### src/rtl/ifetch_queue.sv
// Instruction-fetch front end: sequential fetch over req/ack, prefetch FIFO, redirect flush.
// Define IFQ_BYPASS_EN to let a response that lands on an empty queue reach decode in the ack cycle.
module ifetch_queue #(
  parameter int                  I_WIDTH  = 32,
  parameter int                  PC_WIDTH = 32,
  parameter int                  DEPTH    = 4,
  parameter logic [PC_WIDTH-1:0] RESET_PC = '0
) (
  input  logic                clk,
  input  logic                rst_n,
  input  logic                redirect_valid_i,
  input  logic [PC_WIDTH-1:0] redirect_pc_i,
  output logic                imem_req_o,
  output logic [PC_WIDTH-1:0] imem_addr_o,
  input  logic                imem_ack_i,
  input  logic [I_WIDTH-1:0]  imem_rdata_i,
  output logic                instr_valid_o,
  output logic [I_WIDTH-1:0]  instr_o,
  output logic [PC_WIDTH-1:0] instr_pc_o,
  input  logic                instr_ready_i,
  output logic [PC_WIDTH-1:0] fetch_pc_o,
  output logic [1:0]          state_dbg_o
);

  // Handshakes: a memory transfer completes on a rising edge where imem_req_o && imem_ack_i;
  // req/addr are held from assertion until that edge. Decode takes the head on an edge where
  // instr_valid_o && instr_ready_i. A redirect overrides both in the same cycle.

  localparam int             AW     = $clog2(DEPTH);
  localparam logic [AW:0]    FULL   = (AW+1)'(DEPTH);
  localparam logic [1:0]     S_IDLE = 2'd0;
  localparam logic [1:0]     S_WAIT = 2'd1;
  localparam logic [1:0]     S_DROP = 2'd2;

  logic [1:0]          state_q, state_d;
  logic [PC_WIDTH-1:0] fetch_pc_q, fetch_pc_d;
  logic [PC_WIDTH-1:0] addr_q, addr_d;
  logic [AW-1:0]       rd_ptr_q, rd_ptr_d;
  logic [AW-1:0]       wr_ptr_q, wr_ptr_d;
  logic [AW:0]         count_q, count_d;
  logic [I_WIDTH-1:0]  data_q [DEPTH];
  logic [PC_WIDTH-1:0] pc_q   [DEPTH];

  logic                redirect_pc_unused;
  logic [PC_WIDTH-1:0] redirect_aligned;
  logic                ack_ok;
  logic                bypass_hit;
  logic                bypass_take;
  logic                enq;
  logic                deq;
  logic                head_valid;

  assign redirect_aligned   = {redirect_pc_i[PC_WIDTH-1:2], 2'b00};
  assign redirect_pc_unused = ^redirect_pc_i[1:0];

  assign ack_ok     = (state_q == S_WAIT) && imem_ack_i && !redirect_valid_i;
  assign head_valid = (count_q != '0);

`ifdef IFQ_BYPASS_EN
  assign bypass_hit = ack_ok && (count_q == '0);
`else
  assign bypass_hit = 1'b0;
`endif

  assign bypass_take = bypass_hit && instr_ready_i;
  assign enq         = ack_ok && !bypass_take;
  assign deq         = head_valid && instr_ready_i && !redirect_valid_i;

  // Fetch FSM; in IDLE nothing is outstanding, so count alone decides whether a slot is free
  always_comb begin
    state_d    = state_q;
    fetch_pc_d = fetch_pc_q;
    addr_d     = addr_q;
    case (state_q)
      S_IDLE: begin
        if (!redirect_valid_i && (count_q < FULL)) begin
          state_d = S_WAIT;
          addr_d  = fetch_pc_q;
        end
      end
      S_WAIT: begin
        if (imem_ack_i) begin
          state_d = S_IDLE;
          if (!redirect_valid_i) fetch_pc_d = fetch_pc_q + PC_WIDTH'(4);
        end else if (redirect_valid_i) begin
          state_d = S_DROP;
        end
      end
      S_DROP: begin
        if (imem_ack_i) state_d = S_IDLE;
      end
      default: state_d = S_IDLE;
    endcase
    if (redirect_valid_i) fetch_pc_d = redirect_aligned;
  end

  always_comb begin
    rd_ptr_d = rd_ptr_q;
    wr_ptr_d = wr_ptr_q;
    count_d  = count_q;
    if (redirect_valid_i) begin
      rd_ptr_d = '0;
      wr_ptr_d = '0;
      count_d  = '0;
    end else begin
      if (enq) wr_ptr_d = wr_ptr_q + AW'(1);
      if (deq) rd_ptr_d = rd_ptr_q + AW'(1);
      case ({enq, deq})
        2'b10:   count_d = count_q + (AW+1)'(1);
        2'b01:   count_d = count_q - (AW+1)'(1);
        default: count_d = count_q;
      endcase
    end
  end

  always_ff @(posedge clk or negedge rst_n) begin
    if (!rst_n) begin
      state_q    <= S_IDLE;
      fetch_pc_q <= RESET_PC;
      addr_q     <= RESET_PC;
      rd_ptr_q   <= '0;
      wr_ptr_q   <= '0;
      count_q    <= '0;
    end else begin
      state_q    <= state_d;
      fetch_pc_q <= fetch_pc_d;
      addr_q     <= addr_d;
      rd_ptr_q   <= rd_ptr_d;
      wr_ptr_q   <= wr_ptr_d;
      count_q    <= count_d;
    end
  end

  // Storage is reset so the head reads as zero out of reset
  always_ff @(posedge clk or negedge rst_n) begin
    if (!rst_n) begin
      for (int i = 0; i < DEPTH; i++) begin
        data_q[i] <= '0;
        pc_q[i]   <= '0;
      end
    end else if (enq) begin
      data_q[wr_ptr_q] <= imem_rdata_i;
      pc_q[wr_ptr_q]   <= fetch_pc_q;
    end
  end

  assign imem_req_o    = (state_q != S_IDLE);
  assign imem_addr_o   = addr_q;
  assign fetch_pc_o    = fetch_pc_q;
  assign state_dbg_o   = state_q;
  assign instr_valid_o = head_valid || bypass_hit;
  assign instr_o       = bypass_hit ? imem_rdata_i : data_q[rd_ptr_q];
  assign instr_pc_o    = bypass_hit ? fetch_pc_q   : pc_q[rd_ptr_q];

endmodule

### config.mk
export PLATFORM = sky130hd
export DESIGN_NAME = ifetch_queue
export DESIGN_NICKNAME = d
export VERILOG_FILES = /design/src/rtl/ifetch_queue.sv
export SDC_FILE = /design/constraint.sdc
export NUM_CORES = 1
export LEC_CHECK = 0
export ABC_AREA = 1
export BUFFER_PORTS_ARGS = -buffer_cell sky130_fd_sc_hd__buf_2
export CELL_PAD_IN_SITES_DETAIL_PLACEMENT = 1
export CELL_PAD_IN_SITES_GLOBAL_PLACEMENT = 1
export CORE_ASPECT_RATIO = 1.4
export CORE_MARGIN = 2
export CORE_UTILIZATION = 43
export DETAILED_ROUTE_END_ITERATION = 10
export GPL_TIMING_DRIVEN = 0
export PLACE_DENSITY_LB_ADDON = 0.1
export SYNTH_ARGS = -nofsm -noshare
export SYNTH_HDL_FRONTEND = slang
export SYNTH_SLANG_ARGS = --single-unit
### constraint.sdc
create_clock -name clk -period 2.1 [get_ports clk]
set_input_delay 0.42 -clock clk [delete_from_list [all_inputs] [get_ports clk]]
set_output_delay 0.42 -clock clk [all_outputs]
set_load 0.005 [all_outputs]
==> impl_metrics.toml <==
[critical_path]
critPathMaxStageDelay_ns = 0.38
crit_slowest_cell = "dfrtp_1"
cp_max_fo = 10
worstSetupPathType = "flop to output pin"
r2r_start = "state_dbg_o[1]$_DFFE_PN0P_"
rrSetupSlack_ns = 0.13
crit_chain = "buf_6 -> clkinv_8 -> clkbuf_16 -> buf_12 -> nor2_2 -> o22ai_2 -> buf_2"
arrival_ns = 1.91
worstSetupStartpointType = "flop"
timing.rr.end = "pc_q[14]$_DFFE_PN0P_"
cp.required_ns = 1.68
end_kind = "output pin"
r2r_cells = 8
critPathLaunch = "rd_ptr_q[0]$_DFFE_PN0P_"
setup.worst_path.end = "instr_pc_o[14]"

[floorplanning]
die_w_um = 158
start_util = 0.439
num_rows = 78
io_pins = 201
dieArea_um2 = 34700
core_area_um2 = 32500
die_h_um = 219

[finish]
fillers = 3951
layout-drive-gt1-share = 0.214
area_growth_pct = 25.1
regArea_um2 = 7930
nets = 2040
diodes = 0
multi_input_area_um2 = 5750
post-route-util = 0.549
fin_area_um2 = 17800

[route]
wire_per_inst_um = 21.5
vias_per_cell = 5.52
drcViolationCount = 0
route.antenna.remaining_nets = 0
via_count = 13400
first_pass_iters = 4
totalWireLength_um = 52300
drt_iter0_drc = 724

[clock_tree]
root_buffer = "clkbuf_16"
cts-buffers-inserted = 35
clkTransAtPathRegs_ns = 0.06
clock_path_buffers = 3
cts_tree = "built"
ctsHtreeMaxLevel = 2
clock_latency_ns = 0.53
cts.sinks = 317

[place]
dp_hpwl_um = 35900
place_area_um2 = 15900
gp_congestion = 0.897
port_buffers = 191

[sta]
fin_crit_ns = 2.33
max_freq_mhz = 430
hold_viol_final = 0
skew_ns = 0.00757
layout_setup_ws_ns = -0.225
fin_crit_sh = 1.11
worst_pin_slew_ns = 0.711
setup_violations = 62
rsz0062_at_grt = "true"
maxSlewViolCount = 0
relSlewSlack = 0.526

[yosys]
yosysSeqAreaShare = 0.556
synth_edf_count = 0
synth_cells = 1717
netlist_area_um2 = 14300
ys_warn_count = 0
yosysUniqueCellTypes = 29
syn_avg_cell_area_um2 = 8.31
ys.flop_type = "dfrtp_1"
async_flop_share = 1.00
synth-seq-cells = 317

[power_and_ir_drop]
p_total_mw = 22.7
cellPowerDensity_nw_per_um2 = 1270
ir_drop_v = 0.000663
power_leakage_nw = 8.71

[worst_hold_path]
hold_path.class = "input pin to flop"

[outcome]
violations = "setup timing"
outcome = "complete, but fails checks"

[grt]
grt_overflow = 0
grt.total_usage = 0.304
antenna_found_initial = 0
grt_pass1_vias = 14400
grt_pass1_wl_um = 80400
grt_max_degree = 119

[run]
cap_violations = 0
worst min-delay path by stage:
stage | startpoint | endpoint | slack, ns | cells past startpoint
finish | redirect_pc_i[15] | fetch_pc_o[15]$_DFFE_PN0P_ | 0.11 | 3
global route | redirect_pc_i[15] | fetch_pc_o[15]$_DFFE_PN0P_ | 0.13 | 3
CTS | redirect_pc_i[29] | fetch_pc_o[29]$_DFFE_PN0P_ | 0.1 | 3
detailed placement | rst_n | data_q[18]$_DFFE_PN0P_ | 0.46 | 1
global placement | pc_q[47]$_DFFE_PN0P_ | pc_q[47]$_DFFE_PN0P_ | 0.46 | 2
floorplan | rst_n | count_q[0]$_DFFE_PN0P_ | 0.12 | 0
critical path, delay by kind of cell (launching register included):
family	cells	cell delay, ns
AOI/OAI and AO/OA	1	0.25
and+or+nand+nor	1	0.04
buffers and inverters	5	0.69
DFF	1	0.38
cells in the mapped netlist (all sizes together) (2+ instances only):
cell type / n / area [µm²]
clkbuf: 64 / 240
o21ai: 419 / 2100
o211ai: 7 / 52.6
a31oi: 2 / 12.5
o221ai: 2 / 17.5
clkinv: 2 / 7.51
a21oi: 3 / 18.8
nand4: 4 / 25.0
xor2: 8 / 70.1
o22ai: 62 / 388
dfrtp: 317 / 7930
nand3: 44 / 220
inv: 91 / 342
ha: 5 / 62.6
nand2: 444 / 1690
buf: 50 / 313
nor2: 191 / 748
cell usage in the layout (no fill, tap or decap), types with 5 or more instances in the layout:
| cell type | instances |
|---|---|
| nand2_1 | 437 |
| dfrtp_1 | 316 |
| o21ai_0 | 296 |
| buf_2 | 219 |
| nor2_1 | 149 |
| o21ai_1 | 109 |
| inv_1 | 89 |
| o22ai_1 | 44 |
| nand3_1 | 44 |
| clkbuf_16 | 43 |
| clkbuf_1 | 40 |
| nor2_2 | 33 |
| o22ai_2 | 18 |
| clkbuf_8 | 17 |
| buf_4 | 15 |
| o21ai_2 | 14 |
| clkbuf_4 | 11 |
| buf_6 | 10 |
| nor2_4 | 8 |
| xor2_1 | 8 |
| o211ai_1 | 7 |
| conb_1 | 6 |
| buf_12 | 5 |
| clkinv_2 | 5 |
flip-flops by register name, summed over array words and instances (netlist names):
| name | cells |
|---|---|
| state_dbg_o | 2 |
| pc_q | 120 |
| fetch_pc_o | 30 |
| rd_ptr_q | 2 |
| wr_ptr_q | 2 |
| imem_addr_o | 30 |
| data_q | 128 |
| count_q | 3 |
per-stage QoR:
step                      hold slack [ns]  cells  TNS (ns)  worst slack [ns]
after floorplan                     0.124   1722         0             0.238
after global placement              0.460   2353  -1790.12             -5.60
after detailed placement            0.459   2355    -25.03            -0.612
after CTS                          0.0978   2427     -8.21            -0.194
after global routing                0.125   2429    -11.38            -0.236
final                               0.110   2429     -8.17            -0.225
cell type report:
type                            count  area share
Timing Repair Buffer              208      0.0687
Clock buffer                       50      0.0551
Inverter                           93      0.0206
Tap cell                          440      0.0309
Timing Repair inverter              1    0.000491
Clock inverter                     11     0.00666
Sequential cell                   317       0.445
Multi-Input combinational cell   1198       0.322
Buffer                            111      0.0505
metal layers:
metal | part of all wire | vias up | GRT usage | wire length [µm]
met5 | 0 | - | 0 | 0
met4 | 0.046 | 0 | 0.147 | 2410
met3 | 0.045 | 134 | 0.0425 | 2330
met2 | 0.52 | 395 | 0.545 | 27300
met1 | 0.39 | 6755 | 0.356 | 20300
li1 | - | 6135 | - | -
cells by family after synthesis:
logic type | Yosys count | synth area share
XOR/XNOR | 8 | 0.00491
other | 1 | 0.000263
flip-flops | 317 | 0.556
AND/OR/NAND/NOR | 683 | 0.188
buffers and inverters | 207 | 0.0633
AO/OA/AOI/OAI | 495 | 0.181
adder cells (fa/ha/maj) | 6 | 0.00579
power breakdown:
part / total [mW] / internal (mW) / switching (mW)
logic: 7.71 / 3.17 / 4.54
clock network: 6.08 / 3.52 / 2.56
registers: 8.88 / 7.75 / 1.12
total: 22.7 / 14.4 / 8.22
repair_timing:
action / CTS / global route
endpoints found under the hold margin: 81 / 0
buffers inserted: 8 / 0
cloned: 3 / 4
pin swaps: 23 / 12
hold buffers: 1 / 0
resized for setup: 190 / 75
endpoints found under the setup margin: 63 / 72
Power figures use the tool's default switching activity.
